==> src/rtl/div_flotante_if.sv <==
// Operand/result handshake bundle for the 13-bit float divider.
// The master side supplies operands and accepts quotients; the divider is the slave side.
interface div_flotante_if #(
    parameter int NB_FLOAT = 13
);
    logic [NB_FLOAT-1:0] i_flotante_1;
    logic [NB_FLOAT-1:0] i_flotante_2;
    logic                i_valid;
    logic                o_ready;
    logic [NB_FLOAT-1:0] o_flotante;
    logic                o_valid;
    logic                i_ready;
    logic                o_ovf;
    logic                o_unf;
    logic                o_div_zero;

    modport master (
        output i_flotante_1, i_flotante_2, i_valid, i_ready,
        input  o_ready, o_flotante, o_valid, o_ovf, o_unf, o_div_zero
    );

    modport slave (
        input  i_flotante_1, i_flotante_2, i_valid, i_ready,
        output o_ready, o_flotante, o_valid, o_ovf, o_unf, o_div_zero
    );
endinterface

==> src/rtl/div_flotante.sv <==
// Iterative 13-bit float divider: restoring division, one quotient bit per clock.
// Fixed latency for every operand pair, truncating rounding, saturating on overflow.
module div_flotante #(
    parameter int NB_FLOAT = 13,
    parameter int NB_EXP   = 4,
    parameter int NB_MANT  = 8,
    parameter int BIAS     = 7
) (
    input logic            clock,
    input logic            i_rst_n,
    div_flotante_if.slave  bus
);
    localparam int NB_SIG = NB_MANT + 1;
    localparam int NB_Q   = NB_MANT + 2;
    localparam int NB_E   = NB_EXP + 3;
    localparam int NB_CNT = $clog2(NB_Q + 1);

    localparam logic signed [NB_E-1:0] BIAS_E  = NB_E'(BIAS);
    localparam logic signed [NB_E-1:0] EXP_MAX = NB_E'((1 << NB_EXP) - 1);
    localparam logic signed [NB_E-1:0] EXP_MIN = NB_E'(1);

    typedef enum logic [1:0] {IDLE, CALC, NORM, DONE} state_t;

    state_t              state;
    logic [NB_EXP-1:0]   exp_1;
    logic [NB_EXP-1:0]   exp_2;
    logic                zero_1;
    logic                zero_2;
    logic                sign;
    logic [NB_SIG-1:0]   divisor;
    logic [NB_SIG:0]     rem;
    logic [NB_Q-1:0]     quo;
    logic [NB_CNT-1:0]   count;
    logic [NB_FLOAT-1:0] result;
    logic                ovf;
    logic                unf;
    logic                div_zero;
    logic                valid;
    logic                ready;

    logic                    rem_ge;
    logic [NB_SIG:0]         rem_next;
    logic signed [NB_E-1:0]  exp_adj;
    logic signed [NB_E-1:0]  exp_res;
    logic [NB_MANT-1:0]      mant_res;
    logic [NB_FLOAT-1:0]     pack_val;
    logic                    pack_ovf;
    logic                    pack_unf;
    logic                    pack_dz;

    // Compare-then-shift keeps the first step's bit as the integer bit of the quotient.
    always_comb begin
        rem_ge   = (rem >= {1'b0, divisor});
        rem_next = rem_ge ? ((rem - {1'b0, divisor}) << 1) : (rem << 1);
    end

    always_comb begin
        pack_val = '0;
        pack_ovf = 1'b0;
        pack_unf = 1'b0;
        pack_dz  = 1'b0;
        exp_adj  = quo[NB_Q-1] ? BIAS_E : (BIAS_E - NB_E'(1));
        exp_res  = $signed({{(NB_E-NB_EXP){1'b0}}, exp_1})
                 - $signed({{(NB_E-NB_EXP){1'b0}}, exp_2})
                 + exp_adj;
        mant_res = quo[NB_Q-1] ? quo[NB_Q-2:1] : quo[NB_MANT-1:0];
        if (zero_2) begin
            pack_val = {sign, {(NB_FLOAT-1){1'b1}}};
            pack_dz  = 1'b1;
        end else if (zero_1) begin
            pack_val = '0;
        end else if (exp_res > EXP_MAX) begin
            pack_val = {sign, {(NB_FLOAT-1){1'b1}}};
            pack_ovf = 1'b1;
        end else if (exp_res < EXP_MIN) begin
            pack_val = '0;
            pack_unf = 1'b1;
        end else begin
            pack_val = {sign, exp_res[NB_EXP-1:0], mant_res};
        end
    end

    always_ff @(posedge clock) begin
        if (!i_rst_n) begin
            state    <= IDLE;
            ready    <= 1'b1;
            valid    <= 1'b0;
            result   <= '0;
            ovf      <= 1'b0;
            unf      <= 1'b0;
            div_zero <= 1'b0;
            exp_1    <= '0;
            exp_2    <= '0;
            zero_1   <= 1'b0;
            zero_2   <= 1'b0;
            sign     <= 1'b0;
            divisor  <= '0;
            rem      <= '0;
            quo      <= '0;
            count    <= '0;
        end else begin
            case (state)
                IDLE: begin
                    if (bus.i_valid && ready) begin
                        sign    <= bus.i_flotante_1[NB_FLOAT-1] ^ bus.i_flotante_2[NB_FLOAT-1];
                        exp_1   <= bus.i_flotante_1[NB_FLOAT-2 -: NB_EXP];
                        exp_2   <= bus.i_flotante_2[NB_FLOAT-2 -: NB_EXP];
                        zero_1  <= (bus.i_flotante_1[NB_FLOAT-2 -: NB_EXP] == '0);
                        zero_2  <= (bus.i_flotante_2[NB_FLOAT-2 -: NB_EXP] == '0);
                        rem     <= {2'b01, bus.i_flotante_1[NB_MANT-1:0]};
                        divisor <= {1'b1, bus.i_flotante_2[NB_MANT-1:0]};
                        quo     <= '0;
                        count   <= NB_CNT'(NB_Q);
                        ready   <= 1'b0;
                        state   <= CALC;
                    end
                end
                CALC: begin
                    rem   <= rem_next;
                    quo   <= {quo[NB_Q-2:0], rem_ge};
                    count <= count - NB_CNT'(1);
                    if (count == NB_CNT'(1)) begin
                        state <= NORM;
                    end
                end
                NORM: begin
                    result   <= pack_val;
                    ovf      <= pack_ovf;
                    unf      <= pack_unf;
                    div_zero <= pack_dz;
                    valid    <= 1'b1;
                    state    <= DONE;
                end
                DONE: begin
                    if (bus.i_ready) begin
                        valid    <= 1'b0;
                        ready    <= 1'b1;
                        ovf      <= 1'b0;
                        unf      <= 1'b0;
                        div_zero <= 1'b0;
                        state    <= IDLE;
                    end
                end
                default: begin
                    state <= IDLE;
                    ready <= 1'b1;
                    valid <= 1'b0;
                end
            endcase
        end
    end

    assign bus.o_ready    = ready;
    assign bus.o_valid    = valid;
    assign bus.o_flotante = result;
    assign bus.o_ovf      = ovf;
    assign bus.o_unf      = unf;
    assign bus.o_div_zero = div_zero;
endmodule

==> src/flat_wrapper.sv <==
// flat-port wrapper written by rule: the top's interface ports become plain ports
module div_flotante_flat 
#(
    parameter int NB_FLOAT = 13,
    parameter int NB_EXP   = 4,
    parameter int NB_MANT  = 8,
    parameter int BIAS     = 7
)
  (clock, i_rst_n, bus_i_flotante_1, bus_i_flotante_2, bus_i_valid, bus_i_ready, bus_o_ready, bus_o_flotante, bus_o_valid, bus_o_ovf, bus_o_unf, bus_o_div_zero);
  div_flotante_if #(.NB_FLOAT(NB_FLOAT)) bus_i ();
  input logic clock;
  input logic i_rst_n;
  input wire logic [$bits(bus_i.i_flotante_1)-1:0] bus_i_flotante_1;
  input wire logic [$bits(bus_i.i_flotante_2)-1:0] bus_i_flotante_2;
  input wire logic [$bits(bus_i.i_valid)-1:0] bus_i_valid;
  input wire logic [$bits(bus_i.i_ready)-1:0] bus_i_ready;
  output wire logic [$bits(bus_i.o_ready)-1:0] bus_o_ready;
  output wire logic [$bits(bus_i.o_flotante)-1:0] bus_o_flotante;
  output wire logic [$bits(bus_i.o_valid)-1:0] bus_o_valid;
  output wire logic [$bits(bus_i.o_ovf)-1:0] bus_o_ovf;
  output wire logic [$bits(bus_i.o_unf)-1:0] bus_o_unf;
  output wire logic [$bits(bus_i.o_div_zero)-1:0] bus_o_div_zero;
  assign bus_i.i_flotante_1 = bus_i_flotante_1;
  assign bus_i.i_flotante_2 = bus_i_flotante_2;
  assign bus_i.i_valid = bus_i_valid;
  assign bus_i.i_ready = bus_i_ready;
  assign bus_o_ready = bus_i.o_ready;
  assign bus_o_flotante = bus_i.o_flotante;
  assign bus_o_valid = bus_i.o_valid;
  assign bus_o_ovf = bus_i.o_ovf;
  assign bus_o_unf = bus_i.o_unf;
  assign bus_o_div_zero = bus_i.o_div_zero;
  div_flotante #(.NB_FLOAT(NB_FLOAT), .NB_EXP(NB_EXP), .NB_MANT(NB_MANT), .BIAS(BIAS)) u_core (.clock(clock), .i_rst_n(i_rst_n), .bus(bus_i));
endmodule
==> config.mk <==
export PLATFORM = sky130hd
export DESIGN_NAME = div_flotante_flat
export DESIGN_NICKNAME = d
export VERILOG_FILES = /design/src/rtl/div_flotante_if.sv /design/src/rtl/div_flotante.sv /design/src/flat_wrapper.sv
export SDC_FILE = /design/constraint.sdc
export NUM_CORES = 1
export LEC_CHECK = 0
export ABC_AREA = 1
export CORE_MARGIN = 2
export CORE_UTILIZATION = 65
export CTS_CLUSTER_DIAMETER = 40
export DETAILED_ROUTE_END_ITERATION = 12
export DONT_BUFFER_PORTS = 1
export PLACE_DENSITY = 0.85
export SLEW_MARGIN = 30
export SYNTH_ARGS = -nofsm -noshare
export SYNTH_HDL_FRONTEND = slang
export SYNTH_SLANG_ARGS = --single-unit
==> constraint.sdc <==
create_clock -name clock -period 3.3 [get_ports clock]
set_input_delay 0.825 -clock clock [delete_from_list [all_inputs] [get_ports clock]]
set_output_delay 0.825 -clock clock [all_outputs]
set_load 0.05 [all_outputs]
# Word-level counts from Yosys, hierarchy flattened
# Index checks and enable logic that the tools add are counted.
# word_totals
mem_bits_rw,0
inputBits,30
ff_bits,64
latchBits,0
out_inout_bits,18
mem_bits_ro,0
mem_count,0
# op_classes
n_bitwise,1
mux,33
magnitude_cmp,3
n_shift,0
div_mod_pow,0
eq_ne,7
addsub,4
n_mul,0
reduce_logical,12
# ops
op,count
$mux W13,4
$pmux W10 S2,2
$mux W10,3
$mux W1,12
$ge A10 B9 Y1,1
$pmux W1 S2,5
$sub A9 B9 Y9,1
$logic_not A4 Y1,2
$mux W8,1
$pmux W2 S4,1
$pmux W4 S2,1
$add A7 B7 Y7,1
$gt A7 B5 Y1 const B,1
$lt A7 B2 Y1 const B,1
$mux W2,3
$reduce_and A2 Y1,3
$reduce_and A3 Y1,2
$reduce_bool A2 Y1,3
$sub A4 B4 Y5,1
$eq A2 B2 Y1 const B,2
$eq A4 B1 Y1 const B,1
$mux W4,1
$ne A2 B1 Y1 const B,2
$sub A4 B1 Y4 const B,1
other kinds (5),5

# Depth between registers and ports, before layout
# logic_depth
depth_word,8
mapped_depth,18
depth_no_buf,17

# Least setup slack after synthesis
# No wires, ideal clock.
# synth_timing
path_kind,register to register
startpoint,reg u_core.exp_1[0]
endpoint,reg u_core.result[4] (netlist: u_core.bus.o_flotante[4])
path_buffers,1
synth_period_minus_slack_ns,2.080
arrival_ns,1.942
required_time_ns,3.162
path_stages_with_launch,16
setup_slack_ns,1.220
cell_sequence,dfxtp_1 -> inv_1 -> ha_1 -> fa_1 -> ha_1 -> nand2_1 -> nand2_1 -> inv_2 -> nand3_1 -> nand2_1 -> nand3_2 -> nand2_2 -> nand2_4 -> buf_12 -> nand3_2 -> a21oi_2
# synth_between
elab_chain_len,7
# synth_lines
item,line_no,text
from (decl),div_flotante.sv:25,logic [NB_EXP-1:0] exp_1;
from (signal assigned),div_flotante.sv:106,exp_1 <= bus.i_flotante_1[NB_FLOAT-2 -: NB_EXP];
$sub A4 B4 Y5 (*),div_flotante.sv:64,"- $signed({{(NB_E-NB_EXP){1'b0}}, exp_2})"
$add A7 B7 Y7 (*),div_flotante.sv:65,+ exp_adj;
$lt A7 B2 Y1,div_flotante.sv:75,end else if (exp_res < EXP_MIN) begin
$mux W13,div_flotante.sv:75,
$mux W13 (*),div_flotante.sv:72,end else if (exp_res > EXP_MAX) begin
$mux W13 (*),div_flotante.sv:70,end else if (zero_1) begin
$mux W13 (*),div_flotante.sv:67,if (zero_2) begin
to (signal assigned),div_flotante.sv:127,result <= pack_val;
to (decl),div_flotante.sv:34,logic [NB_FLOAT-1:0] result;
# Every way passes the cells marked *; elsewhere a longest branch is shown, timed or not.
# A chain may end at the register's enable or synchronous reset.

# Worst setup path in the final report
# layout_timing
startpoint,reg u_core.rem[0]
endpoint,reg u_core.rem[6]
# layout_between
elab_chain_len,3
# layout_lines
item,line_no,text
from (decl),div_flotante.sv:31,logic [NB_SIG:0] rem;
from (signal assigned),div_flotante.sv:110,"rem <= {2'b01, bus.i_flotante_1[NB_MANT-1:0]};"
from (signal assigned),div_flotante.sv:119,rem <= rem_next;
$sub A9 B9 Y9 / $ge A10 B9 Y1 (equally long branches),"div_flotante.sv:54, div_flotante.sv:53",
$mux W10 (*),div_flotante.sv:54,"rem_next = rem_ge ? ((rem - {1'b0, divisor}) << 1) : (rem << 1);"
$pmux W10 S2 (*),div_flotante.sv:102,case (state)
# Marked as above.

==> run summary <==
The run finished with clean final reports. The area of the multi-input gates is around 1900 um^2. The data required time of the critical path came out at roughly 3.5 ns. Setup repair after global routing left no endpoint under its margin. The synthesis-to-layout area growth came out at 7.09%. In this run the worst path has a maximum fanout of 15. The critical path in this run is classified as reg -> reg. The via count of the first global-routing pass is 2,928. The fraction of layout instances using a drive strength above 1 came out at 12.2%.

The final worst-path cycle share came out at 71.9%. For this run, the post-layout net count is a little over 500. In this run, post-CTS repair resized a total of 0 instances. The number of DRC violations after detailed routing is 0. The clock share of power came out at between 15 and 20%. The achievable frequency came out at 0.421 GHz.

The final weighted congestion of routability-driven global placement is between 0.8 and 0.9. The internal power contribution is ~2.3 mW. The H-tree was split into 3 levels. The layout has 429 filler cells. The arrival time reported for the critical path endpoint came out at 2.60 ns.

The number of iterations in the first detailed-routing pass is 5. The endpoint identified for the worst register-to-register timing path is u_core.rem[6]$_SDFFE_PN0P_. The worst setup path endpoint is u_core.rem[6]$_SDFFE_PN0P_.

The setup check on the worst reg-to-reg path leaves a slack of 0.93 ns. The critical path starts at u_core.rem[0]$_SDFFE_PN0P_. The top-level port count came out at between 40 and 50. The area of all placed cells without fillers is 3740 um^2. The initial cell density of the core came out at just under 70%. The area fraction in and, or, nand and nor cells after synthesis came out at roughly a fifth.

The analysis attributes to cell leakage a power of 1.51 nW. The die outline height came out at between 70 and 80 um. The count of clock tree sinks came out at 64. The area taken by flip-flops and latches is ~1300 um^2. The normalized max-slew margin came out at between 40% and 50%. The setup fix buffers added after clock tree synthesis is 0. The TritonCTS clock tree is yes.

The synthesized design contains 0 enable-type register cells. The die width is around 77 um. The initial antenna violation count came out at 0. The synthesized netlist devotes about 9.0% of its cell area to adder and majority cells. By area, the combinational part of the netlist is dominated by compound AO/OA/AOI/OAI gates. The number of placed instances, taps included is between 500 and 600. Detailed placement ended at an HPWL of ~5.6 mm.

CTS placed an instance of sky130_fd_sc_hd__clkbuf_8 at the clock tree root. The final setup violation count came out at 0. Of the total synthesized cell area, the portion taken by XOR and XNOR cells is around 1.5%. The worst hold path belongs to the class reg -> reg. For this run the aggregate overflow at the end of global routing stands at 0.

The post-detailed-route via-to-cell ratio came out at 5.75. The total number of yosys warnings came out at 0. The number of clock buffers added by TritonCTS is 9.

The length in cells of the worst reg-to-reg path came out at 12. At the pin with the least slew margin, the transition time is between 0.7 and 0.8 ns. The global-route usage over all layers came out at 28.2%.

The multiplexer share of the synthesized area is 0%. The startpoint identified for the worst hold timing path is u_core.exp_1[0]$_SDFFE_PN0P_. The number of antenna diodes is 0. The post-detailed-route wirelength per cell came out at 14.7 um.

The cell count after synthesis came out at 469. Net switching is 49.8% of the power. Before CTS, the worst setup slack after placement is approximately 0.96 ns. The post-synthesis area per instance came out at about 7.5 um^2. The placement-stage cell area came out at between 3000 and 4000 um^2.

Hold repair after CTS inserted 0 buffers. The largest voltage drop on the vdd net came out at between 700 and 800 uV. STA classifies the critical path endpoint as a flop.

The number of distinct standard cells referenced by the synthesized netlist came out at 40. The final-report hold violation count is 0. The sequential group share of total power came out at roughly 30%. For this run, the number of standard cells in the final layout without fillers is 537. The residual antenna-violating net count after detailed routing came out at 0.

The fraction of the yosys area taken by sequential cells came out at a little over a third. The nature of the critical path startpoint is a flop. The cell area after synthesis came out at between 3000 and 4000 um^2.

The combinational fraction of design power is about 53%. The register bit total from synthesis is 64. The number of vias in the routed layout came out at about 3,100. The switching power total is between 2 and 2.5 mW. Counting flops with an async set or reset pin after synthesis yields a share of 0%. The total of max-cap violations came out at 0. The largest net degree at the start of global routing came out at 38. The worst register-to-register path begins at u_core.rem[0]$_SDFFE_PN0P_. The later pin in the worst-skew pair is clocked with a latency of 0.34 ns. Setup slack closes at between 0.9 and 1 ns. The maximum clock path buffer count is 2. In this run, the number of DRC markers left after iteration 0 of detailed routing was 220. Between clock sinks in the finished design, the worst skew comes to roughly 0.011 ns.

The area of the core is ~5100 um^2. Summing the areas of all compound-gate instances in the mapped netlist gives between 20 and 25% of the synthesized area. The total power per unit cell area came out at 1240 nW/um^2.

The die footprint came out at between 5000 and 6000 um^2. The aggregate routed wire length is about 7.9 mm. The shortest period the worst path allows came out at 2.37 ns. For this run, the leading register cell type out of synthesis is sky130_fd_sc_hd__dfxtp_1. The number of I/O port buffers came out at 0. The number of pins with negative max-slew slack in the final report is 0. The number of nets in the synthesized netlist is 523.

The first global-routing pass estimated 13.5 mm of wire. The clock-pin slew reported for the worst setup and hold paths after clock tree synthesis came out at ~0.07 ns. The number of core rows is 26.

The setup total negative slack is 0 ns.
-- worst max-delay path: stages (launching register included) --
cell and delay (ns):
sky130_fd_sc_hd__dfxtp_1 0.35, sky130_fd_sc_hd__inv_1 0.06, sky130_fd_sc_hd__ha_1 0.21, sky130_fd_sc_hd__fa_1 0.40, sky130_fd_sc_hd__nand3b_1 0.18, sky130_fd_sc_hd__nand2_1 0.14
sky130_fd_sc_hd__nand2_1 0.07, sky130_fd_sc_hd__o211ai_1 0.13, sky130_fd_sc_hd__nand2_2 0.11, sky130_fd_sc_hd__nand2_2 0.26, sky130_fd_sc_hd__nand3_1 0.13, sky130_fd_sc_hd__o211ai_1 0.12
sky130_fd_sc_hd__a21oi_1 0.09
-- worst min-delay path by stage --
stage                                                end  cells after the start  slack (ns)
after global placement      u_core.exp_1[0]$_SDFFE_PN0P_                      2        0.45
after CTS                   u_core.exp_1[0]$_SDFFE_PN0P_                      2        0.46
after global routing      u_core.divisor[2]$_SDFFE_PN0P_                      2        0.49
after floorplan             u_core.exp_1[0]$_SDFFE_PN0P_                      2        0.43
final                       u_core.exp_1[0]$_SDFFE_PN0P_                      2        0.46
after detailed placement    u_core.exp_1[0]$_SDFFE_PN0P_                      2        0.45
-- placed cells by master (no fill, tap or decap), types with 2 or more instances in the layout --
cell and count:
sky130_fd_sc_hd__a211oi_1 4, sky130_fd_sc_hd__a21oi_1 77, sky130_fd_sc_hd__a21oi_2 11, sky130_fd_sc_hd__buf_4 5
sky130_fd_sc_hd__bufinv_16 2, sky130_fd_sc_hd__clkbuf_8 12, sky130_fd_sc_hd__clkinvlp_4 2, sky130_fd_sc_hd__dfxtp_1 64
sky130_fd_sc_hd__fa_1 2, sky130_fd_sc_hd__ha_1 22, sky130_fd_sc_hd__inv_1 48, sky130_fd_sc_hd__inv_2 5
sky130_fd_sc_hd__nand2_1 98, sky130_fd_sc_hd__nand2_2 4, sky130_fd_sc_hd__nand3_1 26, sky130_fd_sc_hd__nand3_2 11
sky130_fd_sc_hd__nor2_1 9, sky130_fd_sc_hd__nor3_1 4, sky130_fd_sc_hd__nor4_1 2, sky130_fd_sc_hd__o2111ai_1 2
sky130_fd_sc_hd__o211ai_1 5, sky130_fd_sc_hd__o21ai_0 26, sky130_fd_sc_hd__o21ai_1 7, sky130_fd_sc_hd__xor2_1 5
-- routing by layer --
metal	vias to the layer above	global-route usage (%)	part of all wire [%]
li1	1563	-	-
met1	1429	37.4	46
met2	81	44.0	47
met3	14	7.76	5.6
met4	0	10.0	1.5
met5	-	0	0
-- power by group through the flow --
stage / registers (mW) / clock network, mW / logic [mW]
floorplan: 1.34 / 0 / 2.14
global placement: 1.39 / 0 / 2.33
detailed placement: 1.40 / 0 / 2.40
CTS: 1.38 / 0.799 / 2.43
global route: 1.40 / 0.835 / 2.80
finish: 1.38 / 0.789 / 2.46
-- cells in the mapped netlist (2+ instances only) --
master	number	area share, %
sky130_fd_sc_hd__xor2_1	5	1.3
sky130_fd_sc_hd__nor2_1	9	0.97
sky130_fd_sc_hd__inv_2	5	0.54
sky130_fd_sc_hd__a211oi_1	4	0.86
sky130_fd_sc_hd__nand3_1	26	3.7
sky130_fd_sc_hd__ha_1	22	7.9
sky130_fd_sc_hd__nand2_2	4	0.72
sky130_fd_sc_hd__nor3_1	4	0.57
sky130_fd_sc_hd__dfxtp_1	64	37
sky130_fd_sc_hd__nor4_1	2	0.36
sky130_fd_sc_hd__o21ai_1	7	1.0
sky130_fd_sc_hd__a21oi_2	11	2.8
sky130_fd_sc_hd__nand3_2	11	3.2
sky130_fd_sc_hd__o211ai_1	5	1.1
sky130_fd_sc_hd__a21oi_1	77	11
sky130_fd_sc_hd__nand2_1	98	11
sky130_fd_sc_hd__o21ai_0	26	3.7
sky130_fd_sc_hd__clkbuf_1	12	1.3
sky130_fd_sc_hd__buf_1	5	0.54
sky130_fd_sc_hd__fa_1	2	1.1
sky130_fd_sc_hd__buf_2	3	0.43
sky130_fd_sc_hd__inv_1	48	5.2
sky130_fd_sc_hd__o2111ai_1	2	0.50
-- state kept, by name, indices dropped and copies added, names as in the netlist, 2 cells and up --
signal                 flops
u_core.bus.o_flotante     13
u_core.count               4
u_core.divisor             9
u_core.exp_1               4
u_core.exp_2               4
u_core.quo                10
u_core.rem                10
u_core.state               2
-- per-stage QoR --
step / utilization, % / total power [mW] / hold slack (ns)
after global placement: 68.1 / 3.72 / 0.446
after global routing: 72.8 / 5.04 / 0.488
after detailed placement: 68.1 / 3.80 / 0.450
final: 72.8 / 4.62 / 0.460
after CTS: 72.8 / 4.61 / 0.460
after floorplan: - / 3.48 / 0.433
-- cell type report --
type / instances / area share [%]
Clock buffer: 12 / 4.41
Multi-Input combinational cell: 328 / 50.6
Inverter: 54 / 5.42
Sequential cell: 64 / 34.2
Clock inverter: 4 / 2.01
Tap cell: 70 / 2.34
Timing Repair Buffer: 5 / 1.00
-- kinds of logic (layout without fill, tap and decap cells) --
kind of cell               after synthesis  after routing
xor gates and xnor gates                 6              6
AOI/OAI and AO/OA                      138            138
and+or+nand+nor                        160            160
DFF                                     64             64
adders and majority gates               24             24
buffers and inverters                   77             75
Note: power is estimated with default switching activity, not from simulation.
